## config.mk

```make
export PLATFORM = sky130hd
export DESIGN_NAME = tm_run_controller
export DESIGN_NICKNAME = d
export VERILOG_FILES = /design/src/rtl/tm_run_controller.sv
export SDC_FILE = /design/constraint.sdc
export NUM_CORES = 1
export LEC_CHECK = 0
export CORE_ASPECT_RATIO = 1.1
export CORE_MARGIN = 2
export CORE_UTILIZATION = 57
export DETAILED_ROUTE_END_ITERATION = 8
export MAX_ROUTING_LAYER = met4
export PLACE_DENSITY = 0.86
export SLEW_MARGIN = 20
export SYNTH_ARGS = -nofsm -noshare
export SYNTH_HDL_FRONTEND = slang
export SYNTH_SLANG_ARGS = --single-unit
```

## constraint.sdc

```tcl
create_clock -name clock -period 3.4 [get_ports clock]
set_input_delay 1.02 -clock clock [delete_from_list [all_inputs] [get_ports clock]]
set_output_delay 1.02 -clock clock [all_outputs]
set_load 0.02 [all_outputs]
```

## src/rtl/tm_run_controller.sv

```systemverilog
// Run controller for the Turing machine datapath: loads the transition table
// one nibble per Next press, then issues step pulses (manual or auto-rate)
// until the datapath halts. Done toggles between loading and running.
//
// Handshake: there is no valid/ready pairing here. prog_we and step are
// single-cycle strobes that the downstream logic must accept unconditionally
// in the cycle they are high.
module tm_run_controller #(
    parameter int DATA_W      = 4,
    parameter int TABLE_DEPTH = 64,
    parameter int RATE_W      = 16,
    localparam int AW         = $clog2(TABLE_DEPTH)
) (
    input  logic              clock,
    input  logic              Reset,
    input  logic              Next,
    input  logic              Done,
    input  logic              Auto,
    input  logic [RATE_W-1:0] rate,
    input  logic [DATA_W-1:0] input_data,
    input  logic              halted,
    output logic              prog_we,
    output logic [AW-1:0]     prog_addr,
    output logic [DATA_W-1:0] prog_wdata,
    output logic              step,
    output logic [1:0]        phase,
    output logic [15:0]       step_count,
    output logic              table_full
);

    typedef enum logic [1:0] {
        LOAD = 2'd0,
        RUN  = 2'd1,
        HALT = 2'd2
    } state_t;

    localparam logic [AW:0] LAST_ADDR = (AW+1)'(TABLE_DEPTH - 1);

    state_t            state, state_nxt;
    logic              next_q, done_q;
    logic [AW:0]       wptr, wptr_nxt;
    logic              full_nxt;
    logic              we_nxt;
    logic [AW-1:0]     addr_nxt;
    logic [DATA_W-1:0] wdata_nxt;
    logic              step_nxt;
    logic [15:0]       count_nxt;
    logic [RATE_W-1:0] rate_cnt, rate_cnt_nxt;
    logic              next_rise, done_rise;

    assign next_rise = Next & ~next_q;
    assign done_rise = Done & ~done_q;
    assign phase     = state;

    // State and registered outputs; everything resets to zero / LOAD.
    always_ff @(posedge clock or posedge Reset) begin
        if (Reset) begin
            state      <= LOAD;
            next_q     <= 1'b0;
            done_q     <= 1'b0;
            wptr       <= '0;
            table_full <= 1'b0;
            prog_we    <= 1'b0;
            prog_addr  <= '0;
            prog_wdata <= '0;
            step       <= 1'b0;
            step_count <= '0;
            rate_cnt   <= '0;
        end else begin
            state      <= state_nxt;
            next_q     <= Next;
            done_q     <= Done;
            wptr       <= wptr_nxt;
            table_full <= full_nxt;
            prog_we    <= we_nxt;
            prog_addr  <= addr_nxt;
            prog_wdata <= wdata_nxt;
            step       <= step_nxt;
            step_count <= count_nxt;
            rate_cnt   <= rate_cnt_nxt;
        end
    end

    // Next-state: table writes in LOAD, step generation in RUN. Done beats
    // halted, and halted beats any due step.
    always_comb begin
        state_nxt    = state;
        wptr_nxt     = wptr;
        full_nxt     = table_full;
        we_nxt       = 1'b0;
        addr_nxt     = prog_addr;
        wdata_nxt    = prog_wdata;
        step_nxt     = 1'b0;
        count_nxt    = step_count;
        rate_cnt_nxt = rate_cnt;
        unique case (state)
            LOAD: begin
                if (next_rise && !table_full) begin
                    we_nxt    = 1'b1;
                    addr_nxt  = wptr[AW-1:0];
                    wdata_nxt = input_data;
                    wptr_nxt  = wptr + 1'b1;
                    if (wptr == LAST_ADDR) full_nxt = 1'b1;
                end
                if (done_rise) begin
                    state_nxt    = RUN;
                    rate_cnt_nxt = rate;
                end
            end
            RUN: begin
                if (done_rise) begin
                    state_nxt = LOAD;
                    wptr_nxt  = '0;
                    full_nxt  = 1'b0;
                    count_nxt = '0;
                end else if (halted) begin
                    state_nxt = HALT;
                end else if (Auto) begin
                    if (rate_cnt == '0) begin
                        step_nxt     = 1'b1;
                        rate_cnt_nxt = rate;
                        if (step_count != 16'hFFFF) count_nxt = step_count + 16'd1;
                    end else begin
                        rate_cnt_nxt = rate_cnt - 1'b1;
                    end
                end else if (next_rise) begin
                    step_nxt = 1'b1;
                    if (step_count != 16'hFFFF) count_nxt = step_count + 16'd1;
                end
            end
            HALT: begin
                if (done_rise) begin
                    state_nxt = LOAD;
                    wptr_nxt  = '0;
                    full_nxt  = 1'b0;
                    count_nxt = '0;
                end
            end
            default: state_nxt = LOAD;
        endcase
    end

endmodule

```

Yosys cells after proc, flatten, opt, wreduce, memory -nomap -nowiden
Cells that the tools add are included. Widths: inputs -> output; s select.

Add/subtract/negate cells: 3. Equal/unequal tests: 16. Muxes and demuxes: 34. Bitwise operators: 4. Reduce and logical (&&, ||, !) cells: 14.

Operators by type and width (number): $mux 16 (12); $pmux 16 s2 (2); $add 16x1->16 const B (1); $logic_not 16->1 (1); $ne 16x16->1 const B (1); $sub 16x1->16 const B (1); $mux 7 (2); $ne 2x2->1 const B (7); $pmux 7 s2 (1); $mux 1 (11); $reduce_and 5->1 (2); $mux 2 (4); $ne 4x4->1 const B (2); $add 7x1->7 const B (1); $eq 7x6->1 const B (1); $ne 3x3->1 const B (2); $pmux 2 s3 (1); $reduce_and 3->1 (2); $reduce_bool 2->1 (3); $reduce_and 4->1 (1); $and 1x1->1 (2); $eq 2x1->1 const B (1); $eq 2x2->1 const B (1); $logic_not 2->1 (1); 7 further kinds (8).

Bits in registers: 56. Input bits: 26. Output and inout bits: 31. Logic and storage cells: 82.

Logic depth before layout (Yosys ltp)
Word-level depth: 7. Gate-level depth with buffers: 8. Depth with buffers taken out: 7.

Least setup slack after synthesis
OpenSTA, ideal clock, no wires.

Path kind: input port to flip-flop. From: input Done. To: register rate_cnt[3]. Setup time: 0.121 ns. Arrival time: 2.174 ns. Required time: 3.279 ns. Setup slack: 1.104 ns. Stages: 7. Buffers on the path: 2. Cells stage by stage: nand2b_1 > buf_2 > nand4_1 > nor2b_1 > clkbuf_1 > a21oi_1 > o22a_1.

Cells in the longest elaborated chain, start to end: 3. Elaborated cells on any way between the ends: 4. Those cells by class: eq/ne (2); bitwise (1); reduce/logical (1).

RTL lines: start: declaration (RTL line 17) `input logic Done,`; $and 1x1->1 (*) (RTL line 52) `assign done_rise = Done & ~done_q;`; $ne 2x2->1 (no source line); $reduce_and 5->1 (no source line) (*); end signal: assignment (RTL line 80) `rate_cnt <= rate_cnt_nxt;`; end: declaration (RTL line 48) `logic [RATE_W-1:0] rate_cnt, rate_cnt_nxt;`.

Mark *: on every way between the ends. The rest lies on a longest branch, timed or not. A chain may end at the register's enable or synchronous reset.

Worst setup path in the final report
From: input Auto. To: register step_count[3].

Cells in the longest elaborated chain, start to end: 4. Elaborated cells on any way between the ends: 7. Those cells by class: eq/ne (2); mux (4); reduce/logical (1).

RTL lines: start: declaration (RTL line 18) `input logic Auto,`; $mux 16 (RTL line 118) `end else if (Auto) begin`; $mux 16 (RTL line 116) `end else if (halted) begin`; $mux 16 (RTL line 111) `if (done_rise) begin`; $pmux 16 s2 (RTL line 96) `unique case (state)`; end signal: assignment (RTL line 79) `step_count <= count_nxt;`; end: declaration (RTL line 27) `output logic [15:0] step_count,`.

Several ways; a longest one is shown, not always the timed one. The select of a mux whose other input is x is not followed.

==> key figures <==
Status
  – Status: complete, no violations

Power and ir drop
  – LEAKAGE: 1.65 nW
  – Sequential power share: 37.2%
  – Worst vdd ir: 0.000522 V
  – Sw Ratio: 45.4%
  – Combinational power share: 50.4%
  – Switching Power: 1.42 mW
  – Internal power: 1.70 mW
  – Power share of the clock group: 12.4%
  – Power, Total: 3.12 mW
  – PwrDens: 770 nW/um^2

Timing
  – Tightest Pin Transition: 1030 ps
  – Min Tclk post-route: 2700 ps
  – Final Hold Viols: 0
  – Final setup violation count: 0
  – Worst rel slew slack: 31.3%
  – Final setup TNS: 0 ps
  – Pins Over Slew Limit: 0
  – Final worst-path cycle share: 79.4%
  – Achievable clock frequency: 370 MHz
  – Final Skew: 8.86 ps
  – Unrepaired setup endpoints after global routing: no

Synth
  – Post-synth top flop: dfrtp_1
  – Synthesized Nets: 393
  – Seq cells post-synth: 56
  – Simple-Gate Fraction of Synth Area: 25.3%
  – Syn Inst Count: 359
  – Multiplexer share of the synthesized area: 5.90%
  – Synthesized cell area: 3330 sq um
  – Post-Synth XOR/XNOR Area: 0%
  – Synth Warn #: 0
  – EDFF count, synth: 0
  – Post-synthesis sequential area ratio: 42.1%
  – Combinational family with the most area after synthesis: simple AND/OR/NAND/NOR gates
  – Syn avg cell area: 9.27 sq um
  – Netlist cell types: 59
  – Post-Synth Adder-Cell Area: 3.01%
  – Async SR Flop Fraction: 100%
  – Compound-gate portion of the synthesized area: 19.7%

Worst setup path
  – CP Launch Type: primary input
  – Setup crit end kind: register
  – Worst-path fanout max: 14
  – Critical path class: primary input to register
  – Worst reg2reg path depth: 7
  – Slowest stage delay, CP: 870 ps
  – Levels on crit path: 5
  – Worst Path Buf+Inv: 1
  – CP cell instances: clkdlybuf4s50_1 -> nand2_1 -> o311ai_2 -> a31oi_1 -> a21o_1
  – CP arrival: 2930 ps
  – Slowest CP cell: o311ai_2
  – WP data required: 3630 ps
  – CP delay by family, top: compound AO/OA/AOI/OAI gates

Detailed routing
  – Drt first-iter violations: 164
  – DRC viols: 0
  – Vias/cell: 6.36
  – Antenna Violating Nets Remaining: 0
  – Via count: 3117
  – Met2 routed WL: 4.30 mm
  – Drt first pass iters: 4
  – Post-Route WL: 8.36 mm
  – Routed wl met3: 377 microns
  – DRT met1 WL: 3.51 mm
  – Wirelength per Cell: 17.1 microns
  – Max layer used: met4

Hold path
  – Hold Crit Class: register to register
  – Hold path depth: 1

Cells and area
  – Fill cells: 458
  – Layout cells sized above 1: 10.7%
  – Area growth from synthesis to layout: 21.9%
  – Commonest non-fill, non-tap cells in the layout: dfrtp_1 (56), clkdlybuf4s50_1 (56), nand2_1 (41)
  – Final net count: 446
  – ANT cells: 0
  – Layout Utilization: 71.2%
  – Post-Layout Cell Count: 490

GRT
  – First-pass GRT wire length: 14.0 mm
  – Initial antenna violation count: 0
  – Overall routing resource usage: 27.2%
  – GR Overflow Total: 0
  – Pin count of the biggest net entering global routing: 57
  – Vias in the first global route: 3115

Floorplanning
  – DIE HEIGHT: 84.1 microns
  – Number of cell rows: 29
  – Num ports: 57
  – Chip width: 76.8 microns
  – Die ar.: 6460 sq um
  – Initial core utilization: 58.4%
  – Core area: 5700 sq um

Flow run
  – Max-Cap Viols: 0

Clock tree
  – Cts hold-fix bufs: 0
  – Clock Tree Buf Depth: 2
  – Post-CTS setup buffers: 0
  – Htree depth: 2
  – Worst skew pair latency: 320 ps
  – CTS Sinks: 56
  – CTS tree: done
  – CTS Root Cell: clkbuf_8
  – PostCTS Resize Cnt: 0
  – CTS buffer count: 5
  – Clock slew at reported path FFs: 110 ps

Place
  – GP Congestion: 0.957
  – Buffers on Ports: 56
  – DP HPWL: 5.89 mm
  – DP Cell Count: 482
## power groups by stage
| stage | registers [mW] | logic [mW] | clock network (mW) |
|---|---|---|---|
| 3_5_place_dp | 1.17 | 1.57 | 0 |
| 2_1_floorplan | 1.22 | 0.971 | 0 |
| 6_report | 1.16 | 1.57 | 0.388 |
| 4_1_cts | 1.15 | 1.57 | 0.393 |
| 3_3_place_gp | 1.14 | 1.50 | 0 |
| 5_1_grt | 1.19 | 1.72 | 0.416 |
## final timing paths
path / slack, ps / from / to
setup / recovery: 700 / Auto / step_count[3]
hold / removal: 520 / prog_wdata[3] / prog_wdata[3]
setup reg to reg: 840 / phase[1] / rate_cnt[6]
hold reg to reg: 520 / prog_wdata[3] / prog_wdata[3]
max in group asynchronous: 1730 / Reset / phase[1]
min in group asynchronous: 1200 / Reset / rate_cnt[0]
## kinds of logic (layout without fill, tap and decap cells)
| kind of cell | after synthesis | count (layout) |
|---|---|---|
| and+or+nand+nor | 154 | 154 |
| AOI/OAI and AO/OA | 91 | 91 |
| DFF | 56 | 56 |
| buffers and inverters | 32 | 86 |
| muxes | 18 | 18 |
| adders and majority gates | 8 | 8 |
## synth_stat cells, drive strengths merged, types with 5 or more instances
cell type | number | area, sq um
dfrtp | 56 | 1400
nand2 | 41 | 154
nand3 | 22 | 110
nor2 | 21 | 78.8
o21ai | 19 | 95.1
nor3 | 15 | 85.1
a21oi | 14 | 70.1
inv | 14 | 52.6
mux2 | 13 | 146
clkbuf | 12 | 46.3
nand4 | 12 | 75.1
nor4 | 11 | 90.1
o311ai | 11 | 104
a31oi | 9 | 56.3
ha | 8 | 100
buf | 6 | 35.0
a22oi | 5 | 37.5
mux2i | 5 | 50.1
## worst reg2reg max path: stages, from the launching register on
cell      delay (ps)
dfrtp_1          450
inv_1            110
ha_1             500
nor2b_1          340
nand4_1          210
nand2b_1         370
buf_4            240
o2bb2a_1         230
## stage by stage
| step | hold slack [ps] | area, sq um | worst slack [ps] |
|---|---|---|---|
| 2_1_floorplan | 487 | 3330 | 1010 |
| 3_3_place_gp | 490 | 3960 | 443 |
| 3_5_place_dp | 495 | 3960 | 359 |
| 4_1_cts | 521 | 4050 | 700 |
| 5_1_grt | 533 | 4050 | 610 |
| 6_report | 518 | 4050 | 701 |
## routing by layer
metal  up-vias  track usage (%)
met5         -                -
met4         0             11.2
met3        18             3.79
met2        88             46.8
met1      1557             32.0
li1       1454                -
## state kept, by name (all words and copies together), names as in the netlist
signal,count
prog_addr,6
next_q,1
table_full,1
rate_cnt,16
step_count,16
done_q,1
prog_wdata,4
step,1
wptr,7
phase,2
prog_we,1
## layout make-up
| class | instances | area [sq um] | area share (%) |
|---|---|---|---|
| multi-input cells | 271 | 1790 | 44.2 |
| flip-flops and latches | 56 | 1400 | 34.6 |
| repair buffers | 64 | 621 | 15.3 |
| well taps | 77 | 96.3 | 2.38 |
| clock buffers | 5 | 68.8 | 1.70 |
| inverters | 14 | 52.6 | 1.30 |
| clock inverters | 3 | 22.5 | 0.556 |
Note: power is estimated with default switching activity, not from simulation.
